`src/rtl/mem_port_arbiter_if.sv`:
```
// Bundle of the fetch port, data port and shared memory port around the arbiter.
// The arbiter uses the slave view; the core and memory together use the master view.
interface mem_port_arbiter_if #(
  parameter int ADDR_WIDTH = 16,
  parameter int DATA_WIDTH = 16
);
  logic                  if_req;
  logic [ADDR_WIDTH-1:0] if_addr;
  logic [DATA_WIDTH-1:0] if_rdata;
  logic                  if_valid;
  logic                  if_stall;

  logic                  dm_req;
  logic                  dm_we;
  logic [ADDR_WIDTH-1:0] dm_addr;
  logic [DATA_WIDTH-1:0] dm_wdata;
  logic [DATA_WIDTH-1:0] dm_rdata;
  logic                  dm_valid;
  logic                  dm_stall;

  logic                  mem_en;
  logic                  mem_we;
  logic [ADDR_WIDTH-1:0] mem_addr;
  logic [DATA_WIDTH-1:0] mem_wdata;
  logic [DATA_WIDTH-1:0] mem_rdata;

  modport slave (
    input  if_req, if_addr, dm_req, dm_we, dm_addr, dm_wdata, mem_rdata,
    output if_rdata, if_valid, if_stall, dm_rdata, dm_valid, dm_stall,
           mem_en, mem_we, mem_addr, mem_wdata
  );

  modport master (
    output if_req, if_addr, dm_req, dm_we, dm_addr, dm_wdata, mem_rdata,
    input  if_rdata, if_valid, if_stall, dm_rdata, dm_valid, dm_stall,
           mem_en, mem_we, mem_addr, mem_wdata
  );
endinterface

```
`src/rtl/mem_port_arbiter.sv`:
```
// Shares one fixed-latency synchronous memory between the fetch and data ports,
// one outstanding access at a time, round-robin on conflicts.
module mem_port_arbiter #(
  parameter int ADDR_WIDTH  = 16,
  parameter int DATA_WIDTH  = 16,
  parameter int MEM_LATENCY = 1   // legal range 1..4
) (
  input  logic              clk,
  input  logic              rst_n,
  mem_port_arbiter_if.slave bus
);
  localparam int CNT_W = 3;

  typedef enum logic { IDLE, WAIT } state_t;
  typedef enum logic { PORT_IF, PORT_DM } port_t;

  state_t                state, state_nxt;
  port_t                 last_grant, grant_port;
  logic                  grant;
  logic                  done;
  logic                  op_we;
  logic                  if_elig, dm_elig;
  logic [CNT_W-1:0]      cnt, cnt_nxt;
  logic                  if_valid_q, dm_valid_q;
  logic [DATA_WIDTH-1:0] if_rdata_q, dm_rdata_q;
  logic                  mem_en_c, mem_we_c;
  logic [ADDR_WIDTH-1:0] mem_addr_c;
  logic [DATA_WIDTH-1:0] mem_wdata_c;

  // A port whose valid is up this cycle is masked so it cannot be regranted.
  assign if_elig = bus.if_req & ~if_valid_q;
  assign dm_elig = bus.dm_req & ~dm_valid_q;
  assign done    = (state == WAIT) && (cnt == CNT_W'(1));

  always_comb begin
    // NOTE: every signal written here gets a default first, so no path infers a latch.
    state_nxt   = state;
    cnt_nxt     = cnt;
    grant       = 1'b0;
    grant_port  = last_grant;
    mem_en_c    = 1'b0;
    mem_we_c    = 1'b0;
    mem_addr_c  = '0;
    mem_wdata_c = '0;
    case (state)
      IDLE: begin
        // Grants are suppressed while reset is asserted.
        if (rst_n && (if_elig || dm_elig)) begin
          grant = 1'b1;
          if (if_elig && dm_elig)
            grant_port = (last_grant == PORT_IF) ? PORT_DM : PORT_IF;
          else
            grant_port = dm_elig ? PORT_DM : PORT_IF;
          state_nxt = WAIT;
          cnt_nxt   = CNT_W'(MEM_LATENCY);
          mem_en_c  = 1'b1;
          if (grant_port == PORT_DM) begin
            mem_we_c    = bus.dm_we;
            mem_addr_c  = bus.dm_addr;
            mem_wdata_c = bus.dm_wdata;
          end else begin
            mem_addr_c  = bus.if_addr;
          end
        end
      end
      WAIT: begin
        cnt_nxt = cnt - CNT_W'(1);
        if (done) state_nxt = IDLE;
      end
    endcase
  end

  // NOTE: sequential state uses non-blocking assignments so every register samples pre-edge values.
  always_ff @(posedge clk) begin
    if (!rst_n) begin
      state      <= IDLE;
      cnt        <= '0;
      last_grant <= PORT_IF;
      op_we      <= 1'b0;
      if_valid_q <= 1'b0;
      dm_valid_q <= 1'b0;
      if_rdata_q <= '0;
      dm_rdata_q <= '0;
    end else begin
      state      <= state_nxt;
      cnt        <= cnt_nxt;
      if_valid_q <= 1'b0;
      dm_valid_q <= 1'b0;
      if (grant) begin
        last_grant <= grant_port;
        op_we      <= (grant_port == PORT_DM) && bus.dm_we;
      end
      // last_grant doubles as the owner of the access in flight.
      if (done) begin
        if (last_grant == PORT_IF) begin
          if_valid_q <= 1'b1;
          if_rdata_q <= bus.mem_rdata;
        end else begin
          dm_valid_q <= 1'b1;
          if (!op_we) dm_rdata_q <= bus.mem_rdata;
        end
      end
    end
  end

  assign bus.if_valid  = if_valid_q;
  assign bus.dm_valid  = dm_valid_q;
  assign bus.if_rdata  = if_rdata_q;
  assign bus.dm_rdata  = dm_rdata_q;
  assign bus.if_stall  = bus.if_req & ~if_valid_q;
  assign bus.dm_stall  = bus.dm_req & ~dm_valid_q;
  assign bus.mem_en    = mem_en_c;
  assign bus.mem_we    = mem_we_c;
  assign bus.mem_addr  = mem_addr_c;
  assign bus.mem_wdata = mem_wdata_c;
endmodule

```
`src/flat_wrapper.sv`:
```
// flat-port wrapper written by rule: the top's interface ports become plain ports
module mem_port_arbiter_flat 
#(
  parameter int ADDR_WIDTH  = 16,
  parameter int DATA_WIDTH  = 16,
  parameter int MEM_LATENCY = 1                      
)
  (clk, rst_n, bus_if_req, bus_if_addr, bus_dm_req, bus_dm_we, bus_dm_addr, bus_dm_wdata, bus_mem_rdata, bus_if_rdata, bus_if_valid, bus_if_stall, bus_dm_rdata, bus_dm_valid, bus_dm_stall, bus_mem_en, bus_mem_we, bus_mem_addr, bus_mem_wdata);
  mem_port_arbiter_if #(.ADDR_WIDTH(ADDR_WIDTH), .DATA_WIDTH(DATA_WIDTH)) bus_i ();
  input  logic clk;
  input  logic rst_n;
  input wire logic [$bits(bus_i.if_req)-1:0] bus_if_req;
  input wire logic [$bits(bus_i.if_addr)-1:0] bus_if_addr;
  input wire logic [$bits(bus_i.dm_req)-1:0] bus_dm_req;
  input wire logic [$bits(bus_i.dm_we)-1:0] bus_dm_we;
  input wire logic [$bits(bus_i.dm_addr)-1:0] bus_dm_addr;
  input wire logic [$bits(bus_i.dm_wdata)-1:0] bus_dm_wdata;
  input wire logic [$bits(bus_i.mem_rdata)-1:0] bus_mem_rdata;
  output wire logic [$bits(bus_i.if_rdata)-1:0] bus_if_rdata;
  output wire logic [$bits(bus_i.if_valid)-1:0] bus_if_valid;
  output wire logic [$bits(bus_i.if_stall)-1:0] bus_if_stall;
  output wire logic [$bits(bus_i.dm_rdata)-1:0] bus_dm_rdata;
  output wire logic [$bits(bus_i.dm_valid)-1:0] bus_dm_valid;
  output wire logic [$bits(bus_i.dm_stall)-1:0] bus_dm_stall;
  output wire logic [$bits(bus_i.mem_en)-1:0] bus_mem_en;
  output wire logic [$bits(bus_i.mem_we)-1:0] bus_mem_we;
  output wire logic [$bits(bus_i.mem_addr)-1:0] bus_mem_addr;
  output wire logic [$bits(bus_i.mem_wdata)-1:0] bus_mem_wdata;
  assign bus_i.if_req = bus_if_req;
  assign bus_i.if_addr = bus_if_addr;
  assign bus_i.dm_req = bus_dm_req;
  assign bus_i.dm_we = bus_dm_we;
  assign bus_i.dm_addr = bus_dm_addr;
  assign bus_i.dm_wdata = bus_dm_wdata;
  assign bus_i.mem_rdata = bus_mem_rdata;
  assign bus_if_rdata = bus_i.if_rdata;
  assign bus_if_valid = bus_i.if_valid;
  assign bus_if_stall = bus_i.if_stall;
  assign bus_dm_rdata = bus_i.dm_rdata;
  assign bus_dm_valid = bus_i.dm_valid;
  assign bus_dm_stall = bus_i.dm_stall;
  assign bus_mem_en = bus_i.mem_en;
  assign bus_mem_we = bus_i.mem_we;
  assign bus_mem_addr = bus_i.mem_addr;
  assign bus_mem_wdata = bus_i.mem_wdata;
  mem_port_arbiter #(.ADDR_WIDTH(ADDR_WIDTH), .DATA_WIDTH(DATA_WIDTH), .MEM_LATENCY(MEM_LATENCY)) u_core (.clk(clk), .rst_n(rst_n), .bus(bus_i));
endmodule
```
`config.mk`:
```
export PLATFORM = sky130hd
export DESIGN_NAME = mem_port_arbiter_flat
export DESIGN_NICKNAME = d
export VERILOG_FILES = /design/src/rtl/mem_port_arbiter_if.sv /design/src/rtl/mem_port_arbiter.sv /design/src/flat_wrapper.sv
export SDC_FILE = /design/constraint.sdc
export NUM_CORES = 1
export LEC_CHECK = 0
export ABC_AREA = 1
export BUFFER_PORTS_ARGS = -buffer_cell sky130_fd_sc_hd__buf_2
export CORE_ASPECT_RATIO = 0.6
export CORE_MARGIN = 1
export CORE_UTILIZATION = 43
export DETAILED_ROUTE_END_ITERATION = 6
export PLACE_DENSITY = 0.81
export SLEW_MARGIN = 20
export SYNTH_ARGS = -nofsm -noshare
export SYNTH_HDL_FRONTEND = slang
export SYNTH_SLANG_ARGS = --single-unit
```
`constraint.sdc`:
```
create_clock -name clk -period 2.5 [get_ports clk]
set_clock_uncertainty 0.05 [all_clocks]
set_input_delay 0.5 -clock clk [delete_from_list [all_inputs] [get_ports clk]]
set_output_delay 0.5 -clock clk [all_outputs]
set_load 0.02 [all_outputs]
```
Yosys cells after proc, flatten, opt, wreduce, memory -nomap -nowiden
Cells that the tools add are included. W data, S select, Z words.

Latch bits: 0. Memories kept: 0. ROM bits: 0. Bits of input ports: 69. Bits in registers: 40. Memory bits (writable): 0. Logic and storage cells: 49.

$lt $le $gt $ge: 0. Bitwise logic cells: 7. Reductions and logical operators: 8. Shift-type cells: 0. Eq/ne operators: 2. Div/mod/pow operators: 0. Add/subtract/negate cells: 1. $mul: 0. Mux-type cells: 23.

Operator list (number): $mux W16 (6); $mux W1 (14); $pmux W3 S2 (1); $not A1 Y1 (5); $logic_and A1 B1 Y1 (4); $reduce_and A2 Y1 (2); $eq A3 B1 Y1 const B (1); $mux W3 (1); $reduce_and A3 Y1 (1); $sub A3 B1 Y3 const B (1); $and A1 B1 Y1 (2); $ne A2 B1 Y1 const B (1); $pmux W1 S2 (1); $logic_or A1 B1 Y1 (1).

Logic depth before layout (Yosys ltp)
Gate-level depths: netlist of the first run.

Depth in word-level cells: 9. Mapped depth: 9. Depth with buffers taken out: 8.

Worst setup path after synthesis of the first run
No wires, ideal clock.

Path kind: in2out. Start: in bus_dm_req. End: out bus_mem_addr[10]. Stages on the path: 7. Data arrival time: 1673 ps. Slack: 277 ps. Cells stage by stage: nand2_1 -> inv_1 -> nand2_2 -> inv_2 -> buf_4 -> nor2_1 -> nor3_1.

Longest elaborated chain between the ends: 8. Elaborated cells between the ends (all ways): 11. Classes of those cells: mux: 7; bitwise: 1; reduce/logical: 3.

RTL lines: start: declaration (RTL line flat_wrapper.sv:14) `input wire logic [$bits(bus_i.dm_req)-1:0] bus_dm_req;`; $and A1 B1 Y1 (*); via bus_dm_stall (RTL line flat_wrapper.sv:24) `output wire logic [$bits(bus_i.dm_stall)-1:0] bus_dm_stall;`; $mux W1 / $logic_and A1 B1 Y1 (equally long branches) (RTL line mem_port_arbiter.sv:53, mem_port_arbiter.sv:50); $mux W1 (RTL line mem_port_arbiter.sv:50) `if (if_elig && dm_elig)`; $mux W1 (RTL line mem_port_arbiter.sv:48) `if (rst_n && (if_elig || dm_elig)) begin`; $mux W1 (RTL line mem_port_arbiter.sv:45) `case (state)`; $mux W16 (RTL line mem_port_arbiter.sv:57) `if (grant_port == PORT_DM) begin`; $mux W16 (*) (RTL line mem_port_arbiter.sv:48); $mux W16 (*) (RTL line mem_port_arbiter.sv:45); end: declaration (RTL line flat_wrapper.sv:27) `output wire logic [$bits(bus_i.mem_addr)-1:0] bus_mem_addr;`.

Mark *: on every way through the listed nets, which the timed path passes. The rest lies on a longest branch. The select of a mux whose other input is x is not followed.

Worst setup path in the final report of the first run
Start: reg u_core.if_valid_q (netlist: u_core.bus.if_valid). End: out bus_mem_addr[3].

Longest elaborated chain between the ends: 9. Elaborated cells between the ends (all ways): 11. Classes of those cells: mux: 6; bitwise: 2; reduce/logical: 3.

RTL lines: start: declaration (RTL line mem_port_arbiter.sv:24) `logic if_valid_q, dm_valid_q;`; start signal: assignment (RTL line mem_port_arbiter.sv:80) `if_valid_q <= 1'b0;`; start signal: assignment (RTL line mem_port_arbiter.sv:87) `if_valid_q <= 1'b0;`; start signal: assignment (RTL line mem_port_arbiter.sv:96) `if_valid_q <= 1'b1;`; $not A1 Y1 (*) (RTL line mem_port_arbiter.sv:31) `assign if_elig = bus.if_req & ~if_valid_q;`; $and A1 B1 Y1 (*) (RTL line mem_port_arbiter.sv:31); $logic_and A1 B1 Y1 (RTL line mem_port_arbiter.sv:50); $mux W1 (RTL line mem_port_arbiter.sv:50); $mux W1 (RTL line mem_port_arbiter.sv:48); $mux W1 (RTL line mem_port_arbiter.sv:45); $mux W16 (RTL line mem_port_arbiter.sv:57); $mux W16 (*) (RTL line mem_port_arbiter.sv:48); $mux W16 (*) (RTL line mem_port_arbiter.sv:45).

Mark *: on every way between the ends. The rest lies on a longest branch, timed or not. The select of a mux whose other input is x is not followed.

==> results of run 1 <==
==> sequential cells by signal, indices dropped and copies added, names as in the netlist <==
register / count
u_core.bus.dm_valid: 1
u_core.cnt: 3
u_core.last_grant: 1
u_core.bus.if_rdata: 16
u_core.state: 1
u_core.op_we: 1
u_core.bus.dm_rdata: 16
u_core.bus.if_valid: 1
==> layout by cell type (no fill, tap or decap), drive strengths merged <==
master,netlist,final
clkinv,0,1
inv,34,34
dfxtp,40,40
or2,1,1
o21ai,35,35
ha,2,2
nor2,119,119
nor3,16,16
clkbuf,3,6
a21oi,4,4
buf,9,141
nand2,14,14
nand3,4,4
==> per-layer routing <==
layer	part of all wire (%)	track usage, %
met1	49	31.2
met2	45	34.0
met3	6.4	6.71
met4	0.17	3.28
met5	0	0
==> critical path: stages, from the launching register on <==
cell	delay [ns]
dfxtp_1	0.31
inv_1	0.07
nand2_1	0.08
nand2_1	0.11
nand3_2	0.29
nor3_1	0.33
buf_2	0.21
==> through the flow <==
| stage | power (mW) | instances | hold WS [ns] | setup WS [ns] |
|---|---|---|---|---|
| after CTS | 1.41 | 477 | 0.399 | 0.284 |
| after floorplan | 0.899 | 281 | 0.396 | 0.277 |
| after detailed placement | 1.03 | 470 | 0.413 | 0.369 |
| final | 1.41 | 477 | 0.403 | 0.276 |
| after global routing | 1.48 | 477 | 0.416 | 0.137 |
| after global placement | 1.02 | 470 | 0.407 | 0.407 |
==> final timing paths <==
kind                                               from                      end  depth (start not counted)
worst max register to register            u_core.cnt[1]  u_core.bus.dm_rdata[11]                          8
worst min register to register  u_core.bus.dm_rdata[12]  u_core.bus.dm_rdata[12]                          2
worst max-delay path                u_core.bus.if_valid          bus_mem_addr[3]                          6
worst min-delay path                   bus_mem_rdata[5]   u_core.bus.if_rdata[5]                          3
==> layout make-up <==
type | instances | area, sq um
Clock buffer | 6 | 72.6
Multi-Input combinational cell | 195 | 871
Clock inverter | 1 | 5.00
Inverter | 34 | 128
Tap cell | 60 | 75.1
Sequential cell | 40 | 801
Fill cell | 387 | 1480
Timing Repair Buffer | 141 | 713
==> power groups by stage <==
stage	clock, mW	combinational (mW)	sequential [mW]
after detailed placement	0	0.328	0.698
after CTS	0.401	0.329	0.683
after global placement	0	0.322	0.697
final	0.394	0.329	0.683
after global routing	0.428	0.367	0.686
after floorplan	0	0.178	0.720
==> kinds of logic (layout without fill, tap and decap cells) <==
family | after synthesis | count (layout) | synth area share [%]
flip-flops | 40 | 40 | 42.6
adder cells (fa/ha/maj) | 2 | 2 | 1.33
AO/OA/AOI/OAI | 39 | 39 | 10.4
buffers and inverters | 46 | 182 | 11.1
AND/OR/NAND/NOR | 154 | 154 | 34.6
==> reports/results.ini, run 1 <==
[finish]
finalInstanceArea_sq_mm = 0.00267
drive_gt1_share_pct = 38.8
syn_to_final_growth_pct = 41.7
final_core_util_pct = 64.3
diodes = 0
nNetsFinal = 488

[floorplanning]
core_sq_mm = 0.00414
initial_core_util_pct = 45.4
die_x_um = 87.4
fp.dieH_um = 53.2
ios = 139
row_count = 18
die_area_sq_mm = 0.00465

[yosys]
synth_cell_types = 22
synthesis.nets = 352
ys_seq_area_share_pct = 42.6
yosys.area.top_type = dfxtp_1
synth-seq-cells = 40
async_reset_ff_share_pct = 0
synth_edf_count = 0
syn_inst = 281
synth_area_sq_mm = 0.00188
synth.top_cells.by_area = dfxtp_1 (43%), nor2_1 (23%), o21ai_0 (9.0%)
avgSynthCellArea_sq_um = 6.69
synth.most_common_cell = nor2_1
synth_top_area_share_pct = 42.6
yosys_warnings = 0
synth_common_cells = nor2_1 (115), dfxtp_1 (40), o21ai_0 (34)
synth_top_flop_cell = dfxtp_1

[worst_hold_path]
hp-class = primary input to flip-flop

[global_routing]
grt_usage_pct = 22.2
grt_pass1_wl_um = 7710
grt_max_degree = 29
grt_overflow = 0
antenna_found_initial = 0
grt_pass1_vias = 1640

[pwr]
p_clk_share_pct = 28.0
pwr-share-comb_pct = 23.4
p_switching_mw = 0.429
pwr-share-seq_pct = 48.6
cell_internal_pwr_mw = 0.977
swShare_pct = 30.5
p_leak_nw = 1.56
ir_drop_mv = 0.327
p_per_area_mw_per_mm2 = 528

[critical_path]
crit_arrival_ns = 1.67
end_kind = output pin
critPathLaunchType = flip-flop
ff2ff_setup_slack_ns = 1.00
cp.required_ns = 1.95
cp_max_fo = 18
path_class = flip-flop to output pin

[job]
max-cap-violations = 0

[cts]
clk_latency_ns = 0.28
cts_setup_buffers = 0
cts_resized = 0
htreeDepth = 2
clock-sinks = 40
clk_path_buf_depth = 2
numCtsBuffers = 5
path_clk_slew_ns = 0.07
ctsHoldBuffers = 0
cts_tree = done
cts_root_buf = clkbuf_8

[sta]
max_freq_ghz = 0.450
finalSetupViolCount = 0
slew_headroom_pct = 76.9
fin_crit_ns = 2.22
hold_viol_final = 0
final.period_utilization_pct = 89.0
setup_tns_ns = 0
rsz0062_at_grt = no
final_max_slew_viol_count = 0
worstMarginPinSlew_ns = 0.346

[detailed_routing]
detail-route-antenna-nets = 0
drcViolationCount = 0
wl_um = 5260
routedWlPerCell_um = 11.0
viasPerCell = 4.51
drt-initial-drc-count = 97
vias = 2149
first_pass_iters = 4

[status]
status = finished, final reports clean

[place]
dp_hpwl_um = 4000
placement.io_buffers = 138
place_area_sq_mm = 0.00259
routabilityCongestion = 0.781

Note: power is estimated with default switching activity, not from simulation.
==> run 2, diff against run 1 <==
--- a/config.mk
+++ b/config.mk
@@ -10,8 +10,9 @@
 export CORE_ASPECT_RATIO = 0.6
 export CORE_MARGIN = 1
 export CORE_UTILIZATION = 43
+export CTS_CLUSTER_DIAMETER = 80
 export DETAILED_ROUTE_END_ITERATION = 6
-export PLACE_DENSITY = 0.81
+export PLACE_DENSITY_LB_ADDON = 0.15
 export SLEW_MARGIN = 20
 export SYNTH_ARGS = -nofsm -noshare
 export SYNTH_HDL_FRONTEND = slang
==> run 2 against run 1 <==
  * Combinational power shrank 1%
  * Total power grew 8.6%
  * Clock power grew 32%
  * Core utilization grew 0.63 points
  * Sequential cell count is the same
  * Cell area grew 0.99%
  * Maximum frequency shrank 1.2%
  * Die area is the same
==> reports/results.ini, run 2 (synthesis gave the netlist of run 1 again) <==
[status]
status = finished, final reports clean

[sta]
final.period_utilization_pct = 90.0  ; +1.1 points
rsz0062_at_grt = no
fin_crit_ns = 2.25  ; +0.0263 ns
max_freq_ghz = 0.444  ; -1.2%
finalSetupViolCount = 0  ; unchanged
setup_tns_ns = 0  ; unchanged
final_max_slew_viol_count = 0  ; unchanged
worstMarginPinSlew_ns = 0.353  ; +0.00670 ns
hold_viol_final = 0  ; unchanged
final.setup.worst_slack_ns = 0.250  ; -0.0263 ns
slew_headroom_pct = 76.4  ; -0.48 points

[cts]
numCtsBuffers = 5  ; unchanged
clk_latency_ns = 0.29  ; about the same
clk_path_buf_depth = 2  ; unchanged
cts_root_buf = clkbuf_8
clock-sinks = 40  ; unchanged
cts_tree = done
htreeDepth = 2  ; unchanged
path_clk_slew_ns = 0.08  ; about the same
ctsHoldBuffers = 0  ; unchanged
cts_setup_buffers = 0  ; unchanged
cts_resized = 0  ; unchanged

[floorplanning]
initial_core_util_pct = 45.4  ; unchanged
ios = 139  ; unchanged
fp.dieH_um = 53.2  ; unchanged
die_x_um = 87.4  ; unchanged
core_sq_mm = 0.00414  ; unchanged
row_count = 18  ; unchanged
die_area_sq_mm = 0.00465  ; unchanged

[critical_path]
cp_max_fo = 17  ; -1
crit_arrival_ns = 1.70  ; +0.03 ns
path_class = flip-flop to output pin
cp-startpoint = u_core.bus.if_valid
r2r-start = u_core.cnt[0]
ff2ff_setup_slack_ns = 0.89  ; -0.11 ns
rr_worst_depth = 6  ; -2
r2r-end = u_core.bus.if_rdata[10]
end_kind = output pin
cp.required_ns = 1.95  ; about the same
critPathLaunchType = flip-flop

[finish]
drive_gt1_share_pct = 39.1  ; +0.24 points
layout_commonest_cell = buf_2
syn_to_final_growth_pct = 43.1
diodes = 0  ; unchanged
nNetsFinal = 487  ; -0.20%
final_cells = 477  ; unchanged
layout_common_cells = buf_2 (138), nor2_1 (115), dfxtp_1 (40)

[detailed_routing]
drcViolationCount = 0  ; unchanged
detail-route-antenna-nets = 0  ; unchanged
routedWlPerCell_um = 10.5  ; -4.5%
vias = 2140  ; -0.42%
drt-initial-drc-count = 85  ; -12%
wl_um = 5030  ; -4.5%
viasPerCell = 4.49  ; -0.42%
first_pass_iters = 4  ; unchanged

[place]
placement.io_buffers = 138  ; unchanged
dp_hpwl_um = 3670  ; -8.1%
routabilityCongestion = 0.785  ; +0.53%
post-place-ws_ns = 0.390  ; +0.0210 ns
place_inst = 469  ; -0.21%

[pwr]
power_mw = 1.53  ; +8.6%
p_leak_nw = 1.57  ; +0.49%
p_per_area_mw_per_mm2 = 568  ; +7.6%
ir_drop_mv = 0.386  ; +18%

[worst_hold_path]
hold_depth = 3  ; unchanged
min_from = bus_mem_rdata[5]
min_to = u_core.bus.if_rdata[5]
hp-class = primary input to flip-flop

[global_routing]
antenna_found_initial = 0  ; unchanged
grt_pass1_vias = 1724  ; +5.1%
grt_pass1_wl_um = 7580  ; -1.7%
grt_overflow = 0  ; unchanged
grt_max_degree = 36  ; +24%
grt_usage_pct = 21.2  ; -0.98 points

[job]
max-cap-violations = 0  ; unchanged

[run 2: cell types whose count changed in the layout (fill, tap and decap cells not counted)]
cell / delta
clkbuf_1: -1
bufinv_16: +1
buf_4: -1
clkinvlp_4: +1
[run 2: report_power, final]
group | switching (mW) | leakage (nW) | total (mW) | internal [mW]
combinational | 0.204 | 1.19 | 0.325 | 0.121
sequential | 0.0176 | 0.325 | 0.683 | 0.665
clock | 0.225 | 0.0541 | 0.520 | 0.295
total | 0.446 | 1.57 | 1.53 | 1.08
[run 2: critical path, cell delays in order (launching register included)]
cell and delay (ns):
dfxtp_1 0.32, inv_1 0.09, nand2_1 0.07, nand2_1 0.12, nand2_2 0.08, nor2_2 0.22, nand2_4 0.18, nor2_1 0.15
buf_2 0.18
[run 2: through the flow]
| stage | hold slack, ns | instance area [sq um] | utilization (%) |
|---|---|---|---|
| after detailed placement | 0.415 | 2580 | 62.3 |
| after floorplan | 0.396 | 1880 | - |
| final | 0.394 | 2690 | 64.9 |
| after CTS | 0.392 | 2690 | 64.9 |
| after global routing | 0.403 | 2690 | 64.9 |
| after global placement | 0.407 | 2580 | 62.3 |
[run 2: final cells by class]
class / count / area, sq um
clock buffer: 5 / 68.8
clock inverter: 3 / 42.5
fill: 406 / 1450
inverter: 34 / 128
multi-input combinational: 195 / 871
sequential: 40 / 801
tap: 60 / 75.1
timing repair buffer: 140 / 706
[run 2: worst max-delay path by stage]
stage	endpoint	slack, ns
2_1_floorplan	bus_mem_addr[10]	0.28
3_3_place_gp	bus_mem_wdata[1]	0.38
3_5_place_dp	bus_mem_wdata[1]	0.39
4_1_cts	bus_mem_wdata[1]	0.26
5_1_grt	bus_mem_wdata[1]	0.08
6_report	bus_mem_wdata[1]	0.25
[run 2: layer usage]
metal  vias to the layer above  GRT usage (%)  share of wire (%)
li1                       1133              -                  -
met5                         -              0                  0
met3                         5           5.46                6.4
met2                        66           35.4                 45
met4                         0           6.28               0.96
met1                       936           27.2                 48
==> run 3, diff against run 2 <==
--- a/config.mk
+++ b/config.mk
@@ -12,6 +12,7 @@
 export CORE_UTILIZATION = 43
 export CTS_CLUSTER_DIAMETER = 80
 export DETAILED_ROUTE_END_ITERATION = 6
+export GPL_TIMING_DRIVEN = 0
 export PLACE_DENSITY_LB_ADDON = 0.15
 export SLEW_MARGIN = 20
 export SYNTH_ARGS = -nofsm -noshare
==> run 3 against run 2 <==
  * Sequential cell count unchanged
  * Total power up 0.97%
  * Final cell count up 2.1%
  * Critical path type unchanged
==> reports/results.ini, run 3 (synthesis gave the netlist of run 1 again) <==
[critical_path]
end_kind = output pin
cp_max_fo = 10  ; -7
crit_arrival_ns = 1.70  ; about the same
critPathLaunchType = flip-flop
path_class = flip-flop to output pin
cp.required_ns = 1.95  ; about the same

[finish]
nFillCells = 396  ; -2.5%
layout_common_cells = buf_2 (140), nor2_1 (115), dfxtp_1 (40)
drive_gt1_share_pct = 39.6  ; +0.49 points
nNetsFinal = 497  ; +2.1%
syn_to_final_growth_pct = 46.6
diodes = 0  ; unchanged
layout_commonest_cell = buf_2

[detailed_routing]
viasPerCell = 4.47  ; -0.41%
detail-route-antenna-nets = 0  ; unchanged
vias = 2176  ; +1.7%
wl_um = 5030  ; about the same
first_pass_iters = 4  ; unchanged
drt-initial-drc-count = 75  ; -12%
routedWlPerCell_um = 10.3  ; -2.0%
drcViolationCount = 0  ; unchanged

[global_routing]
use_met1_pct = 27.6  ; +0.41 points
grt_pass1_vias = 1656  ; -3.9%
antenna_found_initial = 0  ; unchanged
met3_usage_pct = 5.93  ; +0.47 points
grt.busiest_layer = met2
grt_overflow = 0  ; unchanged
grt_pass1_wl_um = 7270  ; -4.1%
grt_max_degree = 14  ; -61%
grt_usage_pct = 20.4  ; -0.79 points
grtUsageMet2_pct = 32.6  ; -2.9 points

[pwr]
pwr-share-comb_pct = 21.7  ; +0.4 points
pwr-share-seq_pct = 44.2  ; -0.5 points
p_per_area_mw_per_mm2 = 559  ; -1.5%
ir_drop_mv = 0.331  ; -14%
p_switching_mw = 0.453  ; +1.5%
swShare_pct = 29.4  ; +0.15 points
p_leak_nw = 1.61  ; +2.3%
cell_internal_pwr_mw = 1.09  ; +0.75%
p_clk_share_pct = 34.1  ; about the same

[job]
max-cap-violations = 0  ; unchanged

[sta]
final_max_slew_viol_count = 0  ; unchanged
finalSetupViolCount = 0  ; unchanged
final.setup.worst_slack_ns = 0.249  ; -0.00134 ns
slew_headroom_pct = 72.3  ; -4.1 points
fin_crit_ns = 2.25  ; +0.00134 ns
setup_tns_ns = 0  ; unchanged
final.period_utilization_pct = 90.1  ; about the same
worstMarginPinSlew_ns = 0.416  ; +0.0625 ns
rsz0062_at_grt = no
max_freq_ghz = 0.444  ; about the same
hold_viol_final = 0  ; unchanged

[floorplanning]
fp.dieH_um = 53.2  ; unchanged
row_count = 18  ; unchanged
initial_core_util_pct = 45.4  ; unchanged
ios = 139  ; unchanged
core_sq_mm = 0.00414  ; unchanged
die_x_um = 87.4  ; unchanged
die_area_sq_mm = 0.00465  ; unchanged

[cts]
cts_setup_buffers = 0  ; unchanged
htreeDepth = 2  ; unchanged
numCtsBuffers = 5  ; unchanged
cts_root_buf = clkbuf_8
clk_latency_ns = 0.28  ; about the same
clock-sinks = 40  ; unchanged
ctsHoldBuffers = 0  ; unchanged
cts_tree = done
path_clk_slew_ns = 0.08  ; about the same
clk_path_buf_depth = 2  ; unchanged
cts_resized = 0  ; unchanged

[place]
routabilityCongestion = 0.725  ; -7.6%
dp_hpwl_um = 4030  ; +9.8%
placement.io_buffers = 138  ; unchanged
post-place-ws_ns = 0.319  ; -0.0712 ns

[status]
status = finished, final reports clean

[worst_hold_path]
hp-class = primary input to flip-flop

==> run 3: layout make-up <==
type	instances	area, sq um	area share [%]
multi-input combinational	195	871	31.6
sequential	40	801	29.0
timing repair buffer	138	691	25.0
inverter	34	128	4.63
buffer	12	81.3	2.95
tap	60	75.1	2.72
clock buffer	5	68.8	2.50
clock inverter	3	42.5	1.54
==> run 3: per-stage QoR <==
step | power (mW) | std cells | hold WS [ns] | util (%) | cell area (sq um)
after global placement | 1.03 | 479 | 0.405 | 63.9 | 2650
after global routing | 1.61 | 487 | 0.401 | 66.5 | 2760
final | 1.54 | 487 | 0.395 | 66.5 | 2760
after detailed placement | 1.03 | 479 | 0.417 | 63.9 | 2650
after CTS | 1.55 | 487 | 0.390 | 66.5 | 2760
after floorplan | 0.899 | 281 | 0.396 | - | 1880
==> run 3: final timing paths <==
| kind | cells after the start | to | slack (ns) | from |
|---|---|---|---|---|
| max | 9 | bus_mem_wdata[8] | 0.25 | u_core.bus.if_valid |
| min | 3 | u_core.bus.if_rdata[11] | 0.40 | bus_mem_rdata[11] |
| max reg2reg | 8 | u_core.bus.dm_rdata[11] | 0.97 | u_core.cnt[1] |
| min reg2reg | 2 | u_core.bus.dm_rdata[0] | 0.43 | u_core.bus.dm_rdata[0] |
==> run 3: power groups by stage <==
stage	Clock (mW)	Sequential, mW	Combinational [mW]
final	0.526	0.682	0.335
after global routing	0.558	0.685	0.372
after CTS	0.529	0.682	0.337
after detailed placement	0	0.696	0.336
after global placement	0	0.696	0.330
after floorplan	0	0.720	0.178
==> run 3: critical path: stages (launching register included) <==
cell     delay, ns
dfxtp_1       0.31
inv_1         0.06
nand2_1       0.06
nand2_1       0.14
nand2_2       0.09
nor2_2        0.22
nand2_4       0.12
buf_6         0.16
nor2_1        0.08
buf_2         0.16
==> run 3: layer usage <==
layer	up-vias	routed length [um]	share of wire (%)
li1	1151	-	-
met1	948	2420	48
met2	75	2210	44
met3	2	386	7.7
met4	0	11	0.22
met5	-	0	0
